### src/rtl/mips_pkg.sv
// mips_pkg: shared MIPS encodings, decoder control bundle and its bubble value
package mips_pkg;
  localparam logic [1:0] ALU_ADD = 2'd0;
  localparam logic [1:0] ALU_SUB = 2'd1;
  localparam logic [1:0] ALU_R_TYPE = 2'd2;
  localparam logic [5:0] OP_R_TYPE = 6'h00;
  localparam logic [5:0] OP_J = 6'h02;
  localparam logic [5:0] OP_BEQ = 6'h04;
  localparam logic [5:0] OP_ADDI = 6'h08;
  localparam logic [5:0] OP_LW = 6'h23;
  localparam logic [5:0] OP_SW = 6'h2B;
  typedef struct packed {
    logic [1:0] alu_op;
    logic       reg_dst;
    logic       branch;
    logic       mem_read;
    logic       mem_2_reg;
    logic       mem_write;
    logic       alu_src;
    logic       reg_write;
    logic       jump;
  } ctrl_t;
  localparam ctrl_t CTRL_NOP = '0;
endpackage

### src/rtl/id_ex_stage_hazard_unit.sv
// hazard_unit: combinational load-use detection between the ID instruction and a load sitting in EX
//   in : i_id_valid, i_id_rs, i_id_rt, i_ex_valid, i_ex_mem_read, i_ex_wr_reg
//   out: o_hazard
module hazard_unit #(
  parameter int REG_W = 5
) (
  input  logic             i_id_valid,
  input  logic [REG_W-1:0] i_id_rs,
  input  logic [REG_W-1:0] i_id_rt,
  input  logic             i_ex_valid,
  input  logic             i_ex_mem_read,
  input  logic [REG_W-1:0] i_ex_wr_reg,
  output logic             o_hazard
);
  assign o_hazard = i_id_valid & i_ex_valid & i_ex_mem_read & (|i_ex_wr_reg) &
                    ((i_ex_wr_reg == i_id_rs) | (i_ex_wr_reg == i_id_rt));
endmodule

### src/rtl/id_ex_stage.sv
// id_ex_stage: ID/EX pipeline register with load-use stall, flush bubble and EX back-pressure hold
//   in : clk, rst, id_valid, id_* decoder controls/operands/indices, flush, ex_ready
//   out: stall, ex_valid, ex_* registered controls/operands/indices, ex_wr_reg
//   ID_EX_PERF_CNT_EN adds saturating perf_stall_cnt / perf_flush_cnt outputs
module id_ex_stage
  import mips_pkg::*;
#(
  parameter int DATA_W = 32,
  parameter int REG_W  = 5
) (
  input  logic              clk,
  input  logic              rst,
  input  logic              id_valid,
  input  logic [1:0]        id_alu_op,
  input  logic              id_reg_dst,
  input  logic              id_branch,
  input  logic              id_mem_read,
  input  logic              id_mem_2_reg,
  input  logic              id_mem_write,
  input  logic              id_alu_src,
  input  logic              id_reg_write,
  input  logic              id_jump,
  input  logic [DATA_W-1:0] id_pc_plus4,
  input  logic [DATA_W-1:0] id_rs_data,
  input  logic [DATA_W-1:0] id_rt_data,
  input  logic [DATA_W-1:0] id_imm,
  input  logic [REG_W-1:0]  id_rs,
  input  logic [REG_W-1:0]  id_rt,
  input  logic [REG_W-1:0]  id_rd,
  input  logic              flush,
  input  logic              ex_ready,
  output logic              stall,
  output logic              ex_valid,
  output logic [1:0]        ex_alu_op,
  output logic              ex_reg_dst,
  output logic              ex_branch,
  output logic              ex_mem_read,
  output logic              ex_mem_2_reg,
  output logic              ex_mem_write,
  output logic              ex_alu_src,
  output logic              ex_reg_write,
  output logic              ex_jump,
  output logic [DATA_W-1:0] ex_pc_plus4,
  output logic [DATA_W-1:0] ex_rs_data,
  output logic [DATA_W-1:0] ex_rt_data,
  output logic [DATA_W-1:0] ex_imm,
  output logic [REG_W-1:0]  ex_rs,
  output logic [REG_W-1:0]  ex_rt,
  output logic [REG_W-1:0]  ex_wr_reg
`ifdef ID_EX_PERF_CNT_EN
  ,
  output logic [31:0]       perf_stall_cnt,
  output logic [31:0]       perf_flush_cnt
`endif
);
  ctrl_t             w_id_ctrl;
  ctrl_t             r_ctrl;
  logic              r_valid;
  logic [DATA_W-1:0] r_pc_plus4;
  logic [DATA_W-1:0] r_rs_data;
  logic [DATA_W-1:0] r_rt_data;
  logic [DATA_W-1:0] r_imm;
  logic [REG_W-1:0]  r_rs;
  logic [REG_W-1:0]  r_rt;
  logic [REG_W-1:0]  r_wr_reg;
  logic              w_hazard;
  logic              w_bubble;
  assign w_id_ctrl = '{alu_op: id_alu_op, reg_dst: id_reg_dst, branch: id_branch,
                       mem_read: id_mem_read, mem_2_reg: id_mem_2_reg, mem_write: id_mem_write,
                       alu_src: id_alu_src, reg_write: id_reg_write, jump: id_jump};
  hazard_unit #(.REG_W(REG_W)) u_hazard (
    .i_id_valid   (id_valid),
    .i_id_rs      (id_rs),
    .i_id_rt      (id_rt),
    .i_ex_valid   (r_valid),
    .i_ex_mem_read(r_ctrl.mem_read),
    .i_ex_wr_reg  (r_wr_reg),
    .o_hazard     (w_hazard)
  );
  // flush wins over back-pressure; a hazard only bubbles when EX is actually advancing
  assign w_bubble = flush | (ex_ready & w_hazard);
  assign stall    = ~flush & (w_hazard | ~ex_ready);
  always_ff @(posedge clk) begin
    if (rst || w_bubble) begin
      r_valid    <= 1'b0;
      r_ctrl     <= CTRL_NOP;
      r_pc_plus4 <= '0;
      r_rs_data  <= '0;
      r_rt_data  <= '0;
      r_imm      <= '0;
      r_rs       <= '0;
      r_rt       <= '0;
      r_wr_reg   <= '0;
    end else if (ex_ready) begin
      r_valid    <= id_valid;
      r_ctrl     <= id_valid ? w_id_ctrl : CTRL_NOP;
      r_pc_plus4 <= id_pc_plus4;
      r_rs_data  <= id_rs_data;
      r_rt_data  <= id_rt_data;
      r_imm      <= id_imm;
      r_rs       <= id_rs;
      r_rt       <= id_rt;
      r_wr_reg   <= id_reg_dst ? id_rd : id_rt;
    end
  end
  assign ex_valid     = r_valid;
  assign ex_alu_op    = r_ctrl.alu_op;
  assign ex_reg_dst   = r_ctrl.reg_dst;
  assign ex_branch    = r_ctrl.branch;
  assign ex_mem_read  = r_ctrl.mem_read;
  assign ex_mem_2_reg = r_ctrl.mem_2_reg;
  assign ex_mem_write = r_ctrl.mem_write;
  assign ex_alu_src   = r_ctrl.alu_src;
  assign ex_reg_write = r_ctrl.reg_write;
  assign ex_jump      = r_ctrl.jump;
  assign ex_pc_plus4  = r_pc_plus4;
  assign ex_rs_data   = r_rs_data;
  assign ex_rt_data   = r_rt_data;
  assign ex_imm       = r_imm;
  assign ex_rs        = r_rs;
  assign ex_rt        = r_rt;
  assign ex_wr_reg    = r_wr_reg;
`ifdef ID_EX_PERF_CNT_EN
  always_ff @(posedge clk) begin
    if (rst) begin
      perf_stall_cnt <= '0;
      perf_flush_cnt <= '0;
    end else begin
      if (w_hazard && !flush && ex_ready && !(&perf_stall_cnt)) perf_stall_cnt <= perf_stall_cnt + 32'd1;
      if (flush && !(&perf_flush_cnt)) perf_flush_cnt <= perf_flush_cnt + 32'd1;
    end
  end
`endif
endmodule

### config.mk
export PLATFORM = sky130hd
export DESIGN_NAME = id_ex_stage
export DESIGN_NICKNAME = d
export VERILOG_FILES = /design/src/rtl/mips_pkg.sv /design/src/rtl/id_ex_stage_hazard_unit.sv /design/src/rtl/id_ex_stage.sv
export SDC_FILE = /design/constraint.sdc
export NUM_CORES = 1
export LEC_CHECK = 0
export CORE_ASPECT_RATIO = 0.75
export CORE_MARGIN = 10
export CORE_UTILIZATION = 44
export DETAILED_ROUTE_END_ITERATION = 10
export HOLD_SLACK_MARGIN = 0.1
export PLACE_DENSITY = 0.84
export SKIP_CTS_REPAIR_TIMING = 1
export SLEW_MARGIN = 20
export SYNTH_ARGS = -nofsm -noshare
export SYNTH_HDL_FRONTEND = slang
export SYNTH_SLANG_ARGS = --single-unit
### constraint.sdc
create_clock -name clk -period 3 [get_ports clk]
set_input_delay 0.75 -clock clk [delete_from_list [all_inputs] [get_ports clk]]
set_output_delay 0.75 -clock clk [all_outputs]
set_load 0.05 [all_outputs]
==> impl_results.html, run 1 <==
<table>
<tr><th>Metric</th><th>Value</th></tr>
<tr><th colspan="2">Detailed routing</th></tr>
<tr><td>Initial detailed-routing violation count</td><td>approximately 660</td></tr>
<tr><td>Overall via count from detail_route</td><td>6963</td></tr>
<tr><td>Per-cell via count in the routed design</td><td>roughly 5.7</td></tr>
<tr><td>Residual antenna-violating net count after detailed routing</td><td>0</td></tr>
<tr><td>Routed Wire Length</td><td>24900 um</td></tr>
<tr><td>Average wire per cell in the routed design</td><td>approximately 20 um</td></tr>
<tr><td>1st-pass router iterations</td><td>5</td></tr>
<tr><td>Residual DRC</td><td>0</td></tr>
<tr><th colspan="2">GRT</th></tr>
<tr><td>Number of antenna violations at the first check in global routing</td><td>1</td></tr>
<tr><td>Global-route wire length before repair</td><td>roughly 37000 um</td></tr>
<tr><td>Global-route track usage on met2</td><td>a little under two fifths</td></tr>
<tr><td>Met3 capacity usage during global routing</td><td>11.0%</td></tr>
<tr><td>Maximum number of pins on one net before global-route repair</td><td>155</td></tr>
<tr><td>Via count of the first global-routing pass</td><td>6450</td></tr>
<tr><td>Total gr overflow</td><td>0</td></tr>
<tr><td>GRT Util Overall</td><td>between 20 and 25%</td></tr>
<tr><td>Layer with the highest usage after global routing</td><td>met2</td></tr>
<tr><td>Global-route track usage on met1</td><td>a little over a quarter</td></tr>
<tr><th colspan="2">Hold path</th></tr>
<tr><td>Hold/Removal Path Class</td><td>flip-flop to flip-flop</td></tr>
<tr><td>Min-delay src</td><td>ex_rt_data[14]</td></tr>
<tr><td>End point of the worst hold path</td><td>ex_rt_data[14]</td></tr>
<tr><td>Worst Hold Depth</td><td>2</td></tr>
<tr><th colspan="2">Floorplanning</th></tr>
<tr><td>Count of boundary I/O pins</td><td>~310</td></tr>
<tr><td>Die outline area</td><td>~20000 um^2</td></tr>
<tr><td>Overall die height</td><td>~130 um</td></tr>
<tr><td>Initial standard-cell utilization of the core</td><td>approximately 45%</td></tr>
<tr><td>Area of the placeable core</td><td>between 10000 and 15000 um^2</td></tr>
<tr><td>Die width</td><td>about 160 um</td></tr>
<tr><td>Standard-cell rows</td><td>38</td></tr>
<tr><th colspan="2">Timing</th></tr>
<tr><td>RSZ-0062 raised after global routing</td><td>false</td></tr>
<tr><td>Transition time of the tightest slew-check pin</td><td>around 0.77 ns</td></tr>
<tr><td>Final Skew</td><td>approximately 0.0084 ns</td></tr>
<tr><td>Maximum clock rate</td><td>approximately 340 MHz</td></tr>
<tr><td>Relative slew slack</td><td>between 40% and 50%</td></tr>
<tr><td>Setup Total Neg Slack</td><td>0 ns</td></tr>
<tr><td>Number of setup violations in the final report</td><td>0</td></tr>
<tr><td>Final worst path period share</td><td>a little over nine tenths</td></tr>
<tr><td>Final number of hold-violating endpoints</td><td>0</td></tr>
<tr><td>Final critical path time including I/O delays and setup</td><td>2.92 ns</td></tr>
<tr><td>Final number of max-transition violations</td><td>0</td></tr>
<tr><th colspan="2">Critical path</th></tr>
<tr><td>Origin of the worst setup path</td><td>id_rs[0]</td></tr>
<tr><td>Setup crit end kind</td><td>output port</td></tr>
<tr><td>Startpoint of the worst register-to-register path</td><td>ex_wr_reg[0]</td></tr>
<tr><td>Required time of the critical path</td><td>around 2.3 ns</td></tr>
<tr><td>Depth of the worst register-to-register path</td><td>5</td></tr>
<tr><td>Worst-case register-to-register setup slack</td><td>just under 0.7 ns</td></tr>
<tr><td>Cell with the largest stage delay on the worst path</td><td>sky130_fd_sc_hd__clkdlybuf4s50_1</td></tr>
<tr><td>Crit path max fanout</td><td>3</td></tr>
<tr><td>Start-to-end type of the worst setup path</td><td>input pin to output port</td></tr>
<tr><td>R2R Path End</td><td>ex_rt_data[3]</td></tr>
<tr><td>Cell breakdown of the critical path</td><td>clkdlybuf4s50_1 &gt; xnor2_1 &gt; nand3_1 &gt; o22ai_4 &gt; o2bb2ai_1 &gt; buf_12</td></tr>
<tr><td>Arr. time, crit path</td><td>2.17 ns</td></tr>
<tr><td>Stage delay of the slowest cell on the critical path</td><td>0.55 ns</td></tr>
<tr><td>Startpoint types</td><td>input pin</td></tr>
<tr><th colspan="2">Cells and area</th></tr>
<tr><td>Post-layout instance area</td><td>between 10000 and 15000 um^2</td></tr>
<tr><td>Most used cells in the layout excluding fill and tap cells</td><td>sky130_fd_sc_hd__clkdlybuf4s50_1, sky130_fd_sc_hd__dfxtp_1, sky130_fd_sc_hd__o21ai_0, sky130_fd_sc_hd__nand2_1, sky130_fd_sc_hd__a32oi_1</td></tr>
<tr><td>Total number of nets in the final design</td><td>between 1k and 1.5k</td></tr>
<tr><td>Post-route core utilization</td><td>around 72%</td></tr>
<tr><td>Fraction of final layout cells sized beyond drive strength 1</td><td>5.92%</td></tr>
<tr><td>Area overhead of the layout relative to synthesis</td><td>61.2%</td></tr>
<tr><td>Most common library cell in the layout ignoring fill and taps</td><td>sky130_fd_sc_hd__clkdlybuf4s50_1</td></tr>
<tr><td>Number of antenna repair diodes</td><td>0</td></tr>
<tr><td># fillers</td><td>roughly 1.1k</td></tr>
<tr><th colspan="2">Job</th></tr>
<tr><td>Max-cap violation count</td><td>0</td></tr>
<tr><th colspan="2">Yosys</th></tr>
<tr><td>Area fraction of the dominant cell type after synthesis</td><td>47.5%</td></tr>
<tr><td>Number of nets produced by synthesis</td><td>~900</td></tr>
<tr><td>Leading post-synthesis cells by cell area</td><td>sky130_fd_sc_hd__dfxtp_1, sky130_fd_sc_hd__a32oi_1, sky130_fd_sc_hd__o21ai_0, sky130_fd_sc_hd__nand2_1, sky130_fd_sc_hd__clkbuf_1</td></tr>
<tr><td>Count of synthesis-stage warnings from yosys</td><td>0</td></tr>
<tr><td>#FFs+latches synth</td><td>between 150 and 200</td></tr>
<tr><td>Portion of the post-synthesis area used by sequential elements</td><td>47.5%</td></tr>
<tr><td>Mean Syn Cell Area</td><td>approximately 8.8 um^2</td></tr>
<tr><td>Distinct cell type count of the synthesized netlist</td><td>23</td></tr>
<tr><td>Synthesized instance count</td><td>739</td></tr>
<tr><td>Summed instance area of the synthesized netlist</td><td>6500 um^2</td></tr>
<tr><td>Cell type with the largest total area after synthesis</td><td>sky130_fd_sc_hd__dfxtp_1</td></tr>
<tr><th colspan="2">Clock network</th></tr>
<tr><td>Maximum number of buffers from clock root to sink</td><td>2</td></tr>
<tr><td>Clock tree from TritonCTS</td><td>built</td></tr>
<tr><td>Buffer type at the clock tree root</td><td>sky130_fd_sc_hd__clkbuf_16</td></tr>
<tr><td>H-tree Lvls</td><td>4</td></tr>
<tr><td>TritonCTS Buffers</td><td>17</td></tr>
<tr><td>Source-to-sink clock delay at the later pin of the worst-skew pair</td><td>roughly 0.42 ns</td></tr>
<tr><td>Total clock sinks</td><td>~150</td></tr>
<tr><td>Post-CTS clock slew at the launch and capture registers of the worst setup and hold paths</td><td>about 0.060 ns</td></tr>
<tr><th colspan="2">Place</th></tr>
<tr><td>Quantity of I/O buffers inserted on ports</td><td>312</td></tr>
<tr><td>Post-detailed-placement cell area</td><td>between 9000 and 10000 um^2</td></tr>
<tr><td>Final weighted congestion in routability-driven placement</td><td>slightly above 0.8</td></tr>
<tr><td>HPWL Detailed</td><td>~17000 um</td></tr>
<tr><th colspan="2">Power and ir drop</th></tr>
<tr><td>Power density cells</td><td>roughly 580 nW/um^2</td></tr>
<tr><td>Sum of internal, switching and leakage power</td><td>6.05 mW</td></tr>
<tr><td>Worst IR drop on VDD</td><td>around 0.42 mV</td></tr>
<tr><td>Leakage dissipation</td><td>3.53 nW</td></tr>
<tr><th colspan="2">Outcome</th></tr>
<tr><td>Outcome</td><td>completed</td></tr>
</table>
[cells in the mapped netlist]
master,instances
sky130_fd_sc_hd__o2bb2ai_1,1
sky130_fd_sc_hd__clkbuf_1,59
sky130_fd_sc_hd__a22oi_1,15
sky130_fd_sc_hd__o22ai_1,1
sky130_fd_sc_hd__a21oi_1,10
sky130_fd_sc_hd__nor3b_2,1
sky130_fd_sc_hd__buf_6,6
sky130_fd_sc_hd__or4_1,1
sky130_fd_sc_hd__nand2_1,141
sky130_fd_sc_hd__nand3_1,12
sky130_fd_sc_hd__buf_4,10
sky130_fd_sc_hd__o21ai_0,149
sky130_fd_sc_hd__and3_1,10
sky130_fd_sc_hd__mux2_2,5
sky130_fd_sc_hd__a32oi_1,139
sky130_fd_sc_hd__nor3_1,1
sky130_fd_sc_hd__buf_2,10
sky130_fd_sc_hd__nor2_1,1
sky130_fd_sc_hd__dfxtp_1,154
sky130_fd_sc_hd__buf_1,1
sky130_fd_sc_hd__buf_8,1
sky130_fd_sc_hd__xnor2_1,10
sky130_fd_sc_hd__o2111ai_2,1
[logic make-up (layout without fill, tap and decap cells)]
| logic type | count (synthesis) | after routing | synth area share, % |
|---|---|---|---|
| buffers and inverters | 87 | 362 | 6.66 |
| XOR/XNOR | 10 | 10 | 1.35 |
| AND/OR/NAND/NOR | 167 | 167 | 10.5 |
| AO/OA/AOI/OAI | 316 | 316 | 33.2 |
| multiplexers | 5 | 5 | 0.867 |
| flip-flops | 154 | 154 | 47.5 |
[worst max path at each step]
stage | to | cells past startpoint | slack [ns]
after floorplan | stall | 6 | 0.09
after global routing | stall | 6 | 0.05
after global placement | stall | 6 | 0.11
after detailed placement | ex_imm[24] | 7 | 0.07
after CTS | stall | 6 | 0.07
final | stall | 6 | 0.08
[where the power goes]
part / total (mW) / switching, mW / internal, mW / leakage [nW]
Sequential: 2.25 / 0.0753 / 2.17 / 1.27
Clock: 2.56 / 0.887 / 1.68 / 0.343
Combinational: 1.24 / 0.747 / 0.495 / 1.92
Total: 6.05 / 1.71 / 4.34 / 3.53
[layout make-up]
type	count	area, um^2	area share, %
flip-flops and latches	154	3080	29.4
multi-input cells	498	3020	28.8
repair buffers	330	3420	32.6
clock inverters	14	265	2.53
clock buffers	18	439	4.19
well taps	200	250	2.39
[worst max-delay path: cells and delay by family]
| family | cells | cell delay (ns) |
|---|---|---|
| xor gates and xnor gates | 1 | 0.15 |
| and+or+nand+nor | 1 | 0.15 |
| buffers and inverters | 2 | 0.73 |
| AOI/OAI and AO/OA | 2 | 0.38 |
[routing by layer]
layer | wire (um) | vias to the layer above | share of wire (%)
li1 | - | 3351 | -
met5 | 0 | - | 0
met3 | 2550 | 17 | 10
met1 | 10100 | 3304 | 41
met2 | 12000 | 291 | 48
met4 | 261 | 0 | 1.0
[through the flow]
| step | std cells | setup WS (ns) | hold WS (ns) |
|---|---|---|---|
| after global placement | 1182 | 0.106 | 0.444 |
| after detailed placement | 1182 | 0.0687 | 0.452 |
| after CTS | 1214 | 0.0719 | 0.468 |
| after floorplan | 739 | 0.0938 | 0.791 |
| final | 1214 | 0.0809 | 0.466 |
| after global routing | 1214 | 0.0463 | 0.486 |
No activity file was read; power rests on OpenSTA's default activity.
==> run 2: changes to the inputs <==
Settings changed: CORE_UTILIZATION 44 to 41, PLACE_DENSITY 0.84 to 0.79.
Clock period 3 ns to 3.06 ns, I/O delays scaled along.
==> run 2 against run 1 <==
  * Clock skew grew 0.00085 ns
  * Sequential share of layout area grew 0.35 points
  * Cell area shrank 1.2%
  * Core utilization shrank 5.1 points
  * Via count shrank 1.5%
  * Register-to-register slack gained 0.05 ns
  * First-iteration DRC count grew 16%
  * Global-route usage shrank 1.2 points
  * Count of clock-buffer cells in the layout grew 5
  * Sequential power shrank 2%
  * Cell count grew 0.25%
  * Largest power group unchanged
==> impl_results.html, run 2 (synthesis results as in run 1) <==
<table>
<tr><th>Metric</th><th>Value</th></tr>
<tr><th colspan="2">Power and ir drop</th></tr>
<tr><td>Clock Power Share</td><td>40.4% (was 42.4%)</td></tr>
<tr><td>Power density cells</td><td>552 nW/um^2 (was 578 nW/um^2)</td></tr>
<tr><td>Worst IR drop on VDD</td><td>0.358 mV (was 0.417 mV)</td></tr>
<tr><td>Switching power</td><td>1.64 mW (was 1.71 mW)</td></tr>
<tr><td>Internal portion of total power</td><td>4.07 mW (was 4.34 mW)</td></tr>
<tr><td>Leakage dissipation</td><td>3.48 nW (was 3.53 nW)</td></tr>
<tr><td>Share of power burned in registers</td><td>38.5% (was 37.1%)</td></tr>
<tr><td>Combinational fraction of design power</td><td>21.1% (was 20.5%)</td></tr>
<tr><td>Fraction of power spent switching nets</td><td>28.8% (was 28.2%)</td></tr>
<tr><th colspan="2">Outcome</th></tr>
<tr><td>Outcome</td><td>completed (unchanged)</td></tr>
<tr><th colspan="2">Cells and area</th></tr>
<tr><td>Most used cells in the layout excluding fill and tap cells</td><td>sky130_fd_sc_hd__clkdlybuf4s50_1, sky130_fd_sc_hd__dfxtp_1, sky130_fd_sc_hd__o21ai_0, sky130_fd_sc_hd__nand2_1, sky130_fd_sc_hd__a32oi_1 (unchanged)</td></tr>
<tr><td>Post-route core utilization</td><td>67.3% (was 72.5%)</td></tr>
<tr><td>Fraction of final layout cells sized beyond drive strength 1</td><td>5.63% (was 5.92%)</td></tr>
<tr><td># fillers</td><td>1257 (was 1092)</td></tr>
<tr><td>Most common library cell in the layout ignoring fill and taps</td><td>sky130_fd_sc_hd__clkdlybuf4s50_1 (unchanged)</td></tr>
<tr><td>Total number of nets in the final design</td><td>1157 (was 1159)</td></tr>
<tr><td>Number of antenna repair diodes</td><td>0 (unchanged)</td></tr>
<tr><td>Area overhead of the layout relative to synthesis</td><td>59.3% (was 61.2%)</td></tr>
<tr><th colspan="2">Timing</th></tr>
<tr><td>Setup Total Neg Slack</td><td>0 ns (unchanged)</td></tr>
<tr><td>RSZ-0062 raised after global routing</td><td>false (unchanged)</td></tr>
<tr><td>Relative slew slack</td><td>52.7% (was 49.0%)</td></tr>
<tr><td>Worst hold margin</td><td>0.466 ns (about the same)</td></tr>
<tr><td>Number of setup violations in the final report</td><td>0 (unchanged)</td></tr>
<tr><td>Transition time of the tightest slew-check pin</td><td>0.710 ns (was 0.765 ns)</td></tr>
<tr><td>Maximum clock rate</td><td>332 MHz</td></tr>
<tr><td>Final critical path time including I/O delays and setup</td><td>approximately 3.0 ns</td></tr>
<tr><td>Final Skew</td><td>0.00929 ns (was 0.00845 ns)</td></tr>
<tr><td>Final number of hold-violating endpoints</td><td>0 (unchanged)</td></tr>
<tr><td>Final number of max-transition violations</td><td>0 (unchanged)</td></tr>
<tr><td>Final worst path period share</td><td>between 90 and 100%</td></tr>
<tr><th colspan="2">Clock network</th></tr>
<tr><td>Maximum number of buffers from clock root to sink</td><td>2 (unchanged)</td></tr>
<tr><td>Total clock sinks</td><td>154 (unchanged)</td></tr>
<tr><td>Buffer type at the clock tree root</td><td>sky130_fd_sc_hd__clkbuf_16 (unchanged)</td></tr>
<tr><td>Source-to-sink clock delay at the later pin of the worst-skew pair</td><td>0.41 ns (was 0.42 ns)</td></tr>
<tr><td>Clock tree from TritonCTS</td><td>built (unchanged)</td></tr>
<tr><td>TritonCTS Buffers</td><td>17 (unchanged)</td></tr>
<tr><td>Post-CTS clock slew at the launch and capture registers of the worst setup and hold paths</td><td>0.06 ns (about the same)</td></tr>
<tr><td>H-tree Lvls</td><td>4 (unchanged)</td></tr>
<tr><th colspan="2">Detailed routing</th></tr>
<tr><td>Initial detailed-routing violation count</td><td>766 (was 661)</td></tr>
<tr><td>Per-cell via count in the routed design</td><td>5.64 (was 5.74)</td></tr>
<tr><td>1st-pass router iterations</td><td>5 (unchanged)</td></tr>
<tr><td>Residual DRC</td><td>0 (unchanged)</td></tr>
<tr><td>Overall via count from detail_route</td><td>6860 (was 6963)</td></tr>
<tr><td>Average wire per cell in the routed design</td><td>20.2 um (was 20.5 um)</td></tr>
<tr><td>Residual antenna-violating net count after detailed routing</td><td>0 (unchanged)</td></tr>
<tr><td>Routed Wire Length</td><td>24600 um (was 24900 um)</td></tr>
<tr><th colspan="2">Place</th></tr>
<tr><td>Quantity of I/O buffers inserted on ports</td><td>312 (unchanged)</td></tr>
<tr><td>Final weighted congestion in routability-driven placement</td><td>0.772 (was 0.808)</td></tr>
<tr><td>HPWL Detailed</td><td>16800 um (was 17200 um)</td></tr>
<tr><th colspan="2">Hold path</th></tr>
<tr><td>Hold/Removal Path Class</td><td>flip-flop to flip-flop (unchanged)</td></tr>
<tr><th colspan="2">GRT</th></tr>
<tr><td>Maximum number of pins on one net before global-route repair</td><td>155 (unchanged)</td></tr>
<tr><td>Via count of the first global-routing pass</td><td>6530 (was 6450)</td></tr>
<tr><td>Total gr overflow</td><td>0 (unchanged)</td></tr>
<tr><td>Number of antenna violations at the first check in global routing</td><td>0 (was 1)</td></tr>
<tr><td>GRT Util Overall</td><td>21.7% (was 22.9%)</td></tr>
<tr><td>Global-route wire length before repair</td><td>37000 um (was 37400 um)</td></tr>
<tr><th colspan="2">Floorplanning</th></tr>
<tr><td>Initial standard-cell utilization of the core</td><td>42.3% (was 44.9%)</td></tr>
<tr><td>Count of boundary I/O pins</td><td>313 (unchanged)</td></tr>
<tr><td>Die width</td><td>165 um (was 160 um)</td></tr>
<tr><td>Standard-cell rows</td><td>39 (was 38)</td></tr>
<tr><td>Area of the placeable core</td><td>15400 um^2 (was 14500 um^2)</td></tr>
<tr><td>Overall die height</td><td>129 um (was 125 um)</td></tr>
<tr><td>Die outline area</td><td>21300 um^2 (was 20100 um^2)</td></tr>
<tr><th colspan="2">Job</th></tr>
<tr><td>Max-cap violation count</td><td>0 (unchanged)</td></tr>
<tr><th colspan="2">Critical path</th></tr>
<tr><td>Startpoint types</td><td>input pin (unchanged)</td></tr>
<tr><td>Setup crit end kind</td><td>output port (unchanged)</td></tr>
<tr><td>Start-to-end type of the worst setup path</td><td>input pin to output port (unchanged)</td></tr>
<tr><td>Arr. time, crit path</td><td>2.25 ns (was 2.17 ns)</td></tr>
<tr><td>Crit path max fanout</td><td>3 (unchanged)</td></tr>
<tr><td>Required time of the critical path</td><td>2.29 ns (was 2.25 ns)</td></tr>
</table>
[run 2: layout make-up]
class | count | area, um^2 | area share (%)
Tap cell | 205 | 256 | 2.48
Clock buffer | 23 | 488 | 4.71
Clock inverter | 9 | 160 | 1.55
Multi-Input combinational cell | 498 | 3020 | 29.2
Timing Repair Buffer | 328 | 3340 | 32.3
Sequential cell | 154 | 3080 | 29.8
[run 2: final timing paths]
kind / startpoint / end / slack [ns] / depth (start not counted)
worst max-delay path: id_rs[0] / stall / 0.05 / 6
worst min-delay path: ex_imm[8] / ex_imm[8] / 0.47 / 2
worst max register to register: ex_wr_reg[0] / ex_rt_data[14] / 0.74 / 5
worst min register to register: ex_imm[8] / ex_imm[8] / 0.47 / 2
[run 2: power by group through the flow]
| stage | sequential (mW) | clock, mW | combinational [mW] |
|---|---|---|---|
| finish | 2.20 | 2.30 | 1.21 |
| global route | 2.21 | 2.42 | 1.27 |
| CTS | 2.20 | 2.33 | 1.21 |
| detailed placement | 2.24 | 0 | 1.21 |
| global placement | 2.24 | 0 | 1.20 |
| floorplan | 2.66 | 0 | 0.215 |
[run 2: critical path, cell delays in order]
cell and delay (ns):
sky130_fd_sc_hd__clkdlybuf4s50_1 0.46, sky130_fd_sc_hd__xnor2_1 0.24, sky130_fd_sc_hd__nand3_2 0.17, sky130_fd_sc_hd__o22ai_4 0.20, sky130_fd_sc_hd__o2bb2ai_1 0.21, sky130_fd_sc_hd__buf_12 0.18
[run 2: layer usage]
metal | wire length [um] | vias up | GRT usage, %
met5 | 0 | - | 0
met4 | 190 | 0 | 5.15
met3 | 3120 | 17 | 10.9
met2 | 11700 | 280 | 35.6
met1 | 9620 | 3230 | 24.8
li1 | - | 3333 | -
[run 2: stage by stage]
stage | setup WS, ns | power, mW | cells | area, um^2
final | 0.0457 | 5.71 | 1217 | 10300
after detailed placement | 0.0788 | 3.45 | 1185 | 9700
after floorplan | 0.139 | 2.87 | 739 | 6500
after global routing | 0.0132 | 5.90 | 1217 | 10300
after CTS | 0.0431 | 5.74 | 1217 | 10300
after global placement | 0.113 | 3.44 | 1185 | 9700
